`src/rtl/mips_multicycle_ctrl_if.sv`:
```
// Unified instruction/data memory port between the multi-cycle sequencer and memory.
// The sequencer is the master; memory answers with mem_ready when the access completes.
interface mips_multicycle_ctrl_if;
  logic mem_req;
  logic mem_write;
  logic iord;
  logic mem_ready;

  modport master (output mem_req, output mem_write, output iord, input mem_ready);
  modport slave  (input mem_req, input mem_write, input iord, output mem_ready);
endinterface

```
`src/rtl/mips_multicycle_ctrl.sv`:
```
// Multi-cycle MIPS sequencer: drives datapath selects/enables per state and
// tracks memory waits with a timeout counter.
//
// state  | meaning
// FETCH  | read instruction at PC, PC += 4 on completion
// DECODE | branch target into ALUOut, dispatch on opcode
// MEMADR | base + imm address for lw/sw
// MEMRD  | data read at ALUOut
// MEMWB  | MDR into rt
// MEMWR  | store B at ALUOut
// EXEC   | R-type ALU op
// ALUWB  | ALUOut into rd
// BRANCH | compare, PC = ALUOut when zero
// ADDIEX | A + imm
// ADDIWB | ALUOut into rt
// JUMP   | PC = jump target
// HALT   | stopped until reset
// ERR    | memory timeout, stopped until reset
module mips_multicycle_ctrl #(
  parameter int MEM_TIMEOUT = 255,
  parameter int CNT_W       = 8
) (
  input  logic                  clk,
  input  logic                  reset,
  mips_multicycle_ctrl_if.master mem,
  input  logic [5:0]            opcode,
  input  logic                  zero,
  output logic                  ir_write,
  output logic                  reg_dst,
  output logic                  mem_to_reg,
  output logic                  reg_write,
  output logic                  alu_src_a,
  output logic [1:0]            alu_src_b,
  output logic [1:0]            alu_op,
  output logic [1:0]            pc_src,
  output logic                  pc_en,
  output logic                  instr_done,
  output logic                  illegal_op,
  output logic                  bus_err,
  output logic                  halted,
  output logic [3:0]            state
);

  typedef enum logic [3:0] {
    S_FETCH  = 4'd0,  S_DECODE = 4'd1,  S_MEMADR = 4'd2,  S_MEMRD  = 4'd3,
    S_MEMWB  = 4'd4,  S_MEMWR  = 4'd5,  S_EXEC   = 4'd6,  S_ALUWB  = 4'd7,
    S_BRANCH = 4'd8,  S_ADDIEX = 4'd9,  S_ADDIWB = 4'd10, S_JUMP   = 4'd11,
    S_HALT   = 4'd12, S_ERR    = 4'd13
  } state_t;

  localparam bit             TO_EN = (MEM_TIMEOUT != 0);
  localparam logic [CNT_W:0] LIMIT = (CNT_W+1)'(MEM_TIMEOUT);

  state_t           state_r, state_nxt;
  logic [CNT_W-1:0] wait_cnt;
  logic             mem_state;
  logic             wait_hit;

  assign state = state_r;

  // The cycle that would make the count reach the limit is the last one allowed.
  always_comb begin
    mem_state = (state_r == S_FETCH) || (state_r == S_MEMRD) || (state_r == S_MEMWR);
    wait_hit  = TO_EN && mem_state && !mem.mem_ready &&
                (({1'b0, wait_cnt} + (CNT_W+1)'(1)) == LIMIT);
  end

  always_comb begin
    state_nxt     = state_r;
    mem.mem_req   = 1'b0;
    mem.mem_write = 1'b0;
    mem.iord      = 1'b0;
    ir_write      = 1'b0;
    reg_dst       = 1'b0;
    mem_to_reg    = 1'b0;
    reg_write     = 1'b0;
    alu_src_a     = 1'b0;
    alu_src_b     = 2'b00;
    alu_op        = 2'b00;
    pc_src        = 2'b00;
    pc_en         = 1'b0;
    instr_done    = 1'b0;
    illegal_op    = 1'b0;
    halted        = 1'b0;
    case (state_r)
      S_FETCH: begin
        mem.mem_req = 1'b1;
        alu_src_b   = 2'b01;
        if (mem.mem_ready) begin
          ir_write  = 1'b1;
          pc_en     = 1'b1;
          state_nxt = S_DECODE;
        end else if (wait_hit) begin
          state_nxt = S_ERR;
        end
      end
      S_DECODE: begin
        alu_src_b = 2'b11;
        case (opcode)
          6'b000000:            state_nxt = S_EXEC;
          6'b100011, 6'b101011: state_nxt = S_MEMADR;
          6'b000100:            state_nxt = S_BRANCH;
          6'b001000:            state_nxt = S_ADDIEX;
          6'b000010:            state_nxt = S_JUMP;
          6'b111111:            state_nxt = S_HALT;
          default: begin
            illegal_op = 1'b1;
            state_nxt  = S_FETCH;
          end
        endcase
      end
      S_MEMADR: begin
        alu_src_a = 1'b1;
        alu_src_b = 2'b10;
        state_nxt = (opcode == 6'b101011) ? S_MEMWR : S_MEMRD;
      end
      S_MEMRD: begin
        mem.mem_req = 1'b1;
        mem.iord    = 1'b1;
        if (mem.mem_ready)  state_nxt = S_MEMWB;
        else if (wait_hit) state_nxt = S_ERR;
      end
      S_MEMWB: begin
        reg_write  = 1'b1;
        mem_to_reg = 1'b1;
        instr_done = 1'b1;
        state_nxt  = S_FETCH;
      end
      S_MEMWR: begin
        mem.mem_req   = 1'b1;
        mem.mem_write = 1'b1;
        mem.iord      = 1'b1;
        if (mem.mem_ready) begin
          instr_done = 1'b1;
          state_nxt  = S_FETCH;
        end else if (wait_hit) begin
          state_nxt = S_ERR;
        end
      end
      S_EXEC: begin
        alu_src_a = 1'b1;
        alu_op    = 2'b10;
        state_nxt = S_ALUWB;
      end
      S_ALUWB: begin
        reg_write  = 1'b1;
        reg_dst    = 1'b1;
        instr_done = 1'b1;
        state_nxt  = S_FETCH;
      end
      S_BRANCH: begin
        alu_src_a  = 1'b1;
        alu_op     = 2'b01;
        pc_src     = 2'b01;
        pc_en      = zero;
        instr_done = 1'b1;
        state_nxt  = S_FETCH;
      end
      S_ADDIEX: begin
        alu_src_a = 1'b1;
        alu_src_b = 2'b10;
        state_nxt = S_ADDIWB;
      end
      S_ADDIWB: begin
        reg_write  = 1'b1;
        instr_done = 1'b1;
        state_nxt  = S_FETCH;
      end
      S_JUMP: begin
        pc_src     = 2'b10;
        pc_en      = 1'b1;
        instr_done = 1'b1;
        state_nxt  = S_FETCH;
      end
      S_HALT:  halted = 1'b1;
      S_ERR:   state_nxt = S_ERR;
      default: state_nxt = S_FETCH;
    endcase
  end

  // Any state change (including entry to a memory state) restarts the wait count.
  always_ff @(posedge clk or negedge reset) begin
    if (!reset) begin
      state_r  <= S_FETCH;
      wait_cnt <= '0;
      bus_err  <= 1'b0;
    end else begin
      state_r <= state_nxt;
      if (state_nxt == S_ERR)
        bus_err <= 1'b1;
      if (mem.mem_ready || !mem_state || (state_nxt != state_r))
        wait_cnt <= '0;
      else if (wait_cnt != {CNT_W{1'b1}})
        wait_cnt <= wait_cnt + CNT_W'(1);
    end
  end

endmodule

```
`src/flat_wrapper.sv`:
```
// flat-port wrapper written by rule: the top's interface ports become plain ports
module mips_multicycle_ctrl_flat 
#(
  parameter int MEM_TIMEOUT = 255,
  parameter int CNT_W       = 8
)
  (clk, reset, opcode, zero, ir_write, reg_dst, mem_to_reg, reg_write, alu_src_a, alu_src_b, alu_op, pc_src, pc_en, instr_done, illegal_op, bus_err, halted, state, mem_mem_req, mem_mem_write, mem_iord, mem_mem_ready);
  mips_multicycle_ctrl_if mem_i ();
  input  logic clk;
  input  logic reset;
  input  logic [5:0] opcode;
  input  logic zero;
  output logic ir_write;
  output logic reg_dst;
  output logic mem_to_reg;
  output logic reg_write;
  output logic alu_src_a;
  output logic [1:0] alu_src_b;
  output logic [1:0] alu_op;
  output logic [1:0] pc_src;
  output logic pc_en;
  output logic instr_done;
  output logic illegal_op;
  output logic bus_err;
  output logic halted;
  output logic [3:0] state;
  output wire logic [$bits(mem_i.mem_req)-1:0] mem_mem_req;
  output wire logic [$bits(mem_i.mem_write)-1:0] mem_mem_write;
  output wire logic [$bits(mem_i.iord)-1:0] mem_iord;
  input wire logic [$bits(mem_i.mem_ready)-1:0] mem_mem_ready;
  assign mem_mem_req = mem_i.mem_req;
  assign mem_mem_write = mem_i.mem_write;
  assign mem_iord = mem_i.iord;
  assign mem_i.mem_ready = mem_mem_ready;
  mips_multicycle_ctrl #(.MEM_TIMEOUT(MEM_TIMEOUT), .CNT_W(CNT_W)) u_core (.clk(clk), .reset(reset), .mem(mem_i), .opcode(opcode), .zero(zero), .ir_write(ir_write), .reg_dst(reg_dst), .mem_to_reg(mem_to_reg), .reg_write(reg_write), .alu_src_a(alu_src_a), .alu_src_b(alu_src_b), .alu_op(alu_op), .pc_src(pc_src), .pc_en(pc_en), .instr_done(instr_done), .illegal_op(illegal_op), .bus_err(bus_err), .halted(halted), .state(state));
endmodule
```
`config.mk`:
```
export PLATFORM = sky130hd
export DESIGN_NAME = mips_multicycle_ctrl_flat
export DESIGN_NICKNAME = d
export VERILOG_FILES = /design/src/rtl/mips_multicycle_ctrl_if.sv /design/src/rtl/mips_multicycle_ctrl.sv /design/src/flat_wrapper.sv
export SDC_FILE = /design/constraint.sdc
export NUM_CORES = 1
export LEC_CHECK = 0
export ABC_AREA = 0
export ABC_CLOCK_PERIOD_IN_PS = 2600
export CORE_UTILIZATION = 65
export CTS_CLUSTER_DIAMETER = 100
export DETAILED_ROUTE_END_ITERATION = 8
export DONT_BUFFER_PORTS = 1
export PLACE_DENSITY = 0.81
export SLEW_MARGIN = 20
export SYNTH_ARGS = -nofsm -noshare
export SYNTH_HDL_FRONTEND = slang
export SYNTH_SLANG_ARGS = --single-unit
```
`constraint.sdc`:
```
create_clock -name clk -period 2.6 [get_ports clk]
set_input_delay 0.39 -clock clk [delete_from_list [all_inputs] [get_ports clk]]
set_output_delay 0.39 -clock clk [all_outputs]
set_load 0.1 [all_outputs]
```
==> impl_results.md, run 1 <==
* Num CTS Buffers at 3
* CTS max path bufs at 2
* Seq/Total Area, Yosys at 0.297
* Syn Area/Cell at between 7 and 8 µm²
* Tool error: [ERROR DPL-0033] detailed placement checks failed during check placement.
* Halt Stage: clock tree synthesis (4_1_cts)
* Most used DFF post-synth: dfrtp_1
* H-tree depth at 1
* Final HPWL DP at 2940 µm
* Mapped Cells at ~140
* DP Area at about 1500 µm²
* Post-Syn Area at approximately 1100 µm²
* Post-CTS setup buffers at 0
* Asr flop ratio synth at 1.00
* EDFF count, synth at 0
* Post-CTS Resized at 0
* Die H at 43.0 µm
* Hold-fix buffers, CTS at 1
* Ports at 33
* Pre-CTS setup slack at around 0.48 ns
* Gpl congestion at roughly 0.83
* PortBufs at 0
* Die width at between 40 and 50 µm
* Initial Utilization at 0.710
* Status: stopped before the end
* Post-synthesis cell type count at 45
* Sink Count at 13
* Row cnt at 14
* Root buf cell: clkbuf_4
* Seq cells post-synth at 13
* Net Count, Synth at between 150 and 200
* YS warnings at 0
[through the flow]
step	hold slack, ns	setup TNS (ns)	cells	utilization
after detailed placement	0.0948	0	171	0.963
after global placement	0.0948	0	171	0.963
after floorplan	0.0944	-0.463	143	-
[cells in the mapped netlist, types with 2 or more instances]
library cell / instances / area [µm²]
nor2_1: 25 / 93.8
dfrtp_1: 13 / 325
nor3_1: 12 / 60.1
nand2_1: 10 / 37.5
a21oi_1: 9 / 45.0
o21ai_0: 6 / 30.0
inv_1: 5 / 18.8
xnor2_1: 5 / 43.8
a211oi_1: 4 / 30.0
clkbuf_1: 4 / 15.0
nand2b_1: 4 / 25.0
nand3_1: 4 / 20.0
a31oi_1: 3 / 18.8
and3_1: 3 / 18.8
a211o_1: 2 / 17.5
clkbuf_2: 2 / 10.0
ha_1: 2 / 25.0
mux2i_1: 2 / 20.0
xor2_1: 2 / 17.5
[cells by family after synthesis]
group,Yosys count,share of synthesized area
simple gates,67,0.304
fa+ha+maj,3,0.0320
mux,2,0.0183
buf+inv,14,0.0583
flops,13,0.297
xor+xnor,7,0.0560
compound gates,37,0.234
==> run 2, diff against run 1 <==
--- a/config.mk
+++ b/config.mk
@@ -7,11 +7,11 @@
 export LEC_CHECK = 0
 export ABC_AREA = 0
 export ABC_CLOCK_PERIOD_IN_PS = 2600
-export CORE_UTILIZATION = 65
-export CTS_CLUSTER_DIAMETER = 100
+export CORE_AREA = 2 2 63 65
 export DETAILED_ROUTE_END_ITERATION = 8
+export DIE_AREA = 0 0 65 67
 export DONT_BUFFER_PORTS = 1
-export PLACE_DENSITY = 0.81
+export PLACE_DENSITY_LB_ADDON = 0.15
 export SLEW_MARGIN = 20
 export SYNTH_ARGS = -nofsm -noshare
 export SYNTH_HDL_FRONTEND = slang
==> run 2 against run 1 <==
Effect of this change:
- the run now ends clean
- synthesized area is the same
- synthesized cell count did not move
==> impl_results.md, run 2 <==
* Status: complete, no violations
* Fillers at roughly 360
* Gpl congestion at 0.813
* Critical Path, Cell by Cell: or3b_2 -> o31ai_4 -> buf_4
* First-pass GRT wire length at 4770 µm
* Area of the multi-input gates at roughly 860 µm²
* EDFF count, synth at 0
* Crit Path Class: reg2out
* Area Growth Syn to Fin at 44.9%
* Leading area contributor after synthesis: dfrtp_1
* Initial antenna violation count at 0
* Sink Count at 13
* CP Buf/Inv Count at 1
* CP required at 2.21 ns
* Tightest Pin Transition at about 0.9 ns
* Via count at about 1100
* NumNets Final at around 170
* Core Region at between 3000 and 4000 µm²
* CP peak stage delay at about 0.60 ns
* Syn Area/Cell at around 7.7 µm²
* Commonest non-fill, non-tap cell in the layout: nor2_1
* R2r endpoint: u_core.state[2]
* Most frequent cell after synthesis: nor2_1
* Detailed Route WL at roughly 2900 µm
* Hold Vio Cnt, Final at 0
* CTS max path bufs at 2
* Largest Register: u_core.wait_cnt
* PortBufs at 0
* Area share of the largest cell type after synthesis at 0.297
* CP max FO at 16
* CP Capture Type: primary output
* Initial Utilization at 0.304
* Largest net degree at the start of global routing at 17
* Ports at 33
* CP delay by family, top: simple AND/OR/NAND/NOR gates
* Tcrit/Tclk final at 0.850
* Clock slew at reported path FFs at approximately 0.050 ns
* Die width at around 65 µm
* Top cells by instance count after synthesis: nor2_1, dfrtp_1, nor3_1
* Reg2reg setup slack at about 0.63 ns
* Number of remaining DRC errors at 0
* R2R Path Start: u_core.state[3]
* Crit start category: flip-flop
* Hold Crit Class: in2reg
* CTS tree: yes
* N_diodes at 0
* Net Count, Synth at about 160
* Die ar. at between 4000 and 5000 µm²
* Post-Syn Area at between 1000 and 1500 µm²
* Root buf cell: clkbuf_8
* Vias per cell at between 5 and 6
* Maxcap violations at 0
* Setup-failing EPs final at 0
* Fmax at around 0.45 GHz
* Total Routing Usage GR at 0.139
* Util after Layout at 0.440
* Crit path DAT at roughly 1.8 ns
* Setup Skew at about 0.0012 ns
* Pins over their slew limit at 0
* Row cnt at 22
* Tmin final at 2.21 ns
* Most used DFF post-synth: dfrtp_1
* Largest cells by area after synthesis: dfrtp_1, nor2_1, nor3_1
* RSZ-0062 raised after global routing: no
* Min-Delay Endpoint: u_core.state[1]
* Grt ovf at 0
* YS warnings at 0
* DRT iter0 DRCs at between 70 and 80
* Cells on worst reg2reg path at 5
* Critical path's slowest cell: or3b_2
* Seq/Total Area, Yosys at 0.297
* Vias in the first global route at roughly 1100
* Drt wl/cell at 13.7 µm
* Seq cells post-synth at 13
* Final HPWL DP at 2280 µm
* Relative slew slack at 0.403
* Hold path startpoint: mem_mem_ready
* Commonest non-fill, non-tap cells in the layout: nor2_1, buf_4, nand2_1, dfrtp_1, nor3_1
* Worst-Skew Late Latency at about 0.24 ns
* Layout cells sized above 1 at 0.329
* Register Area at ~340 µm²
* Asr flop ratio synth at 1.00
* Die H at ~67 µm
* Mapped Cells at 143
* H-tree depth at 1
* Num CTS Buffers at 3
* Max FFs per register at 8
* Hold Path Cell Cnt at 2
* Post-synthesis cell type count at 45
* First-pass DRT Iterations at 4
* Routed Antenna Nets at 0
* Min Hold Slack at around 0.37 ns
[run 2: cell counts after synthesis]
Identical to the previous run, type by type.
[run 2: layout make-up]
class                           count  area share
Tap cell                           48      0.0379
Clock buffer                        4      0.0284
Timing Repair Buffer               23       0.166
Inverter                            5      0.0118
Sequential cell                    13       0.211
Multi-Input combinational cell    116       0.545
[run 2: repair_timing]
action,4_1_cts,5_1_grt
gates resized for setup,0,0
hold buffers,1,0
endpoints found under the hold margin,13,0
buffers inserted,0,0
[run 2: metal layers]
metal	vias to the layer above	part of all wire	track usage
li1	558	-	-
met1	520	0.41	0.163
met2	20	0.54	0.263
met3	3	0.044	0.0203
met4	0	0.0052	0.0319
met5	-	0	0
[run 2: worst max path at each step]
stage                          from              end  cells past startpoint
floorplan           u_core.state[3]            pc_en                      5
global placement    u_core.state[0]        alu_src_a                      3
detailed placement  u_core.state[3]  u_core.state[2]                      5
CTS                 u_core.state[0]        alu_src_a                      3
global route        u_core.state[0]      mem_mem_req                      3
finish              u_core.state[0]        alu_src_a                      3
[run 2: per-stage QoR]
stage / setup TNS [ns] / worst slack (ns) / area [µm²] / instances
3_5_place_dp: 0 / 0.608 / 1530 / 204
3_3_place_gp: 0 / 0.664 / 1530 / 204
6_report: 0 / 0.390 / 1590 / 209
5_1_grt: 0 / 0.342 / 1590 / 209
4_1_cts: 0 / 0.384 / 1590 / 209
2_1_floorplan: -0.463 / -0.227 / 1260 / 143
[run 2: kinds of logic (layout without fill, tap and decap cells)]
family,count (synthesis),count (layout),synth area share
mux,2,2,0.0183
simple gates,67,67,0.304
flops,13,13,0.297
xor+xnor,7,7,0.0560
fa+ha+maj,3,3,0.0320
compound gates,37,37,0.234
buf+inv,14,32,0.0583
Power of run 2 is left out: the tool's default activity adds up to more than one toggle a clock period on the data nets, which glitch-free logic cannot reach.
==> run 3, diff against run 2 <==
--- a/config.mk
+++ b/config.mk
@@ -8,6 +8,7 @@
 export ABC_AREA = 0
 export ABC_CLOCK_PERIOD_IN_PS = 2600
 export CORE_AREA = 2 2 63 65
+export CTS_CLUSTER_DIAMETER = 30
 export DETAILED_ROUTE_END_ITERATION = 8
 export DIE_AREA = 0 0 65 67
 export DONT_BUFFER_PORTS = 1
==> results of run 3 <==
Same layout as run 2: the final DEF is identical, and so are final timing and power.
Power of run 3 is left out for the same reason.
==> run 4, diff against run 3 <==
==> constraint.sdc (replaced) <==
create_clock -name clk -period 2.6 [get_ports clk]
set_input_delay 0.52 -clock clk [delete_from_list [all_inputs] [get_ports clk]]
set_output_delay 0.52 -clock clk [all_outputs]
set_load 0.1 [all_outputs]
==> run 4 against run 3 <==
Effect of this change:
- sequential share of layout area grew 0.76 points
- via count grew 0.27%
- critical endpoint unchanged
- global-route usage grew 0.58 points
- die area is the same
- non-clock buffer count is the same
- critical path depth is the same
- flip-flop and latch count is the same
- first-iteration DRC count shrank 20%
- register-to-register slack is essentially flat
==> impl_results.md, run 4 (synthesis gave the netlist of run 2 again) <==
* RSZ-0062 raised after global routing: no
* Pins over their slew limit at 0
* Setup-failing EPs final at 0
* Ports at 33
* Relative slew slack at 0.390
* Drt wl/cell at roughly 14 µm
* Final Instance Area at 1550 µm²
* CP required at 2.08 ns
* DP Area at 1500 µm²
* Largest net degree at the start of global routing at 19
* Commonest non-fill, non-tap cell in the layout: buf_4
* Die H at 67 µm
* Routed Antenna Nets at 0
* Gpl congestion at 0.787
* Crit start category: flip-flop
* Initial Utilization at 0.304
* Total Routing Usage GR at 0.144
* Sink Count at 13
* Fmax at about 0.42 GHz
* Layout cells sized above 1 at 0.342
* Tightest Pin Transition at 0.915 ns
* Core Region at approximately 3600 µm²
* PortBufs at 0
* GR peak layer: met2
* Root buf cell: clkbuf_8
* Setup Skew at between 0.0015 and 0.002 ns
* Die width at 65 µm
* H-tree depth at 1
* Crit path DAT at between 1.5 and 2 ns
* Maxcap violations at 0
* Status: complete, no violations
* Post-CTS setup buffers at 0
* Clock slew at reported path FFs at about 0.050 ns
* Hold Vio Cnt, Final at 0
* Vias in the first global route at about 1100
* CP max FO at 18
* First-pass DRT Iterations at 4
* Post-CTS Resized at 0
* Die ar. at roughly 4400 µm²
* Num CTS Buffers at 3
* CTS max path bufs at 2
* Commonest non-fill, non-tap cells in the layout: buf_4, nor2_1, dfrtp_1
* Worst-Skew Late Latency at 0.25 ns
* Hold-fix buffers, CTS at 1
* NumNets Final at 174
* DRT iter0 DRCs at 60
* Met1 Track Usage GR at 0.191
* Crit Path Class: reg2out
* Via count at roughly 1100
* Largest Register: u_core.wait_cnt
* M2 GR Usage at 0.229
* Max FFs per register at 8
* Area of the multi-input gates at slightly below 900 µm²
* Register Area at about 340 µm²
* First-pass GRT wire length at between 4000 and 5000 µm
* Tcrit/Tclk final at 0.907
* Hold Crit Class: in2reg
* CTS tree: yes
* Number of remaining DRC errors at 0
* Detailed Route WL at roughly 2800 µm
* Row cnt at 22
* Grt ovf at 0
* N_diodes at 0
* Min Hold Slack at 0.487 ns
* Tmin final at ~2.4 ns
* Fillers at around 370
* Final HPWL DP at 2190 µm
* CP Capture Type: primary output
* Vias per cell at about 5.3
* Met3 Usage GRT at 0.0355
* Initial antenna violation count at 0
* Area Growth Syn to Fin at 41.9%
[run 4: cell types whose count changed in the layout (fill, tap and decap cells not counted)]
cell     before  now
buf_4        15   20
dfrtp_4       2    4
nor2_1       17   16
nand2_2       1    2
nand2_1       9    8
nor2_4        2    6
buf_12        7    2
dfrtp_2       2    0
nor2_2        6    3
[run 4: routing by layer]
metal | routed length, µm | vias to the layer above
li1 | - | 555
met1 | 1360 | 519
met2 | 1240 | 28
met3 | 203 | 2
met4 | 30 | 0
met5 | 0 | -
[run 4: area by class of cell]
type                       instances  share of cell area
sequential                        13               0.219
tap                               48              0.0386
inverter                           5              0.0121
timing repair buffer              23               0.129
clock buffer                       4              0.0290
multi-input combinational        116               0.572
[run 4: worst paths after layout]
check                           depth (start not counted)          startpoint  slack (ns)            endpoint
max in group asynchronous                               1               reset        1.45     u_core.state[0]
worst min-delay path                                    2       mem_mem_ready        0.49     u_core.state[1]
worst min register to register                          2  u_core.wait_cnt[0]        0.61  u_core.wait_cnt[0]
worst max-delay path                                    3     u_core.state[0]        0.24           alu_src_a
worst max register to register                          5     u_core.state[1]        0.62     u_core.state[2]
min in group asynchronous                               1               reset        0.71     u_core.state[1]
[run 4: critical path: stages (launching register included)]
cell and delay (ns):
dfrtp_4 0.58, or3b_2 0.60, o31ai_4 0.09, buf_4 0.32
[run 4: through the flow]
stage / worst slack (ns) / TNS [ns] / instances / util
4_1_cts: 0.241 / 0 / 209 / 0.431
6_report: 0.241 / 0 / 209 / 0.431
5_1_grt: 0.155 / 0 / 209 / 0.431
3_3_place_gp: 0.529 / 0 / 204 / 0.416
2_1_floorplan: -0.231 / -0.231 / 143 / -
3_5_place_dp: 0.514 / 0 / 204 / 0.416
Power of run 4 is left out for the same reason.
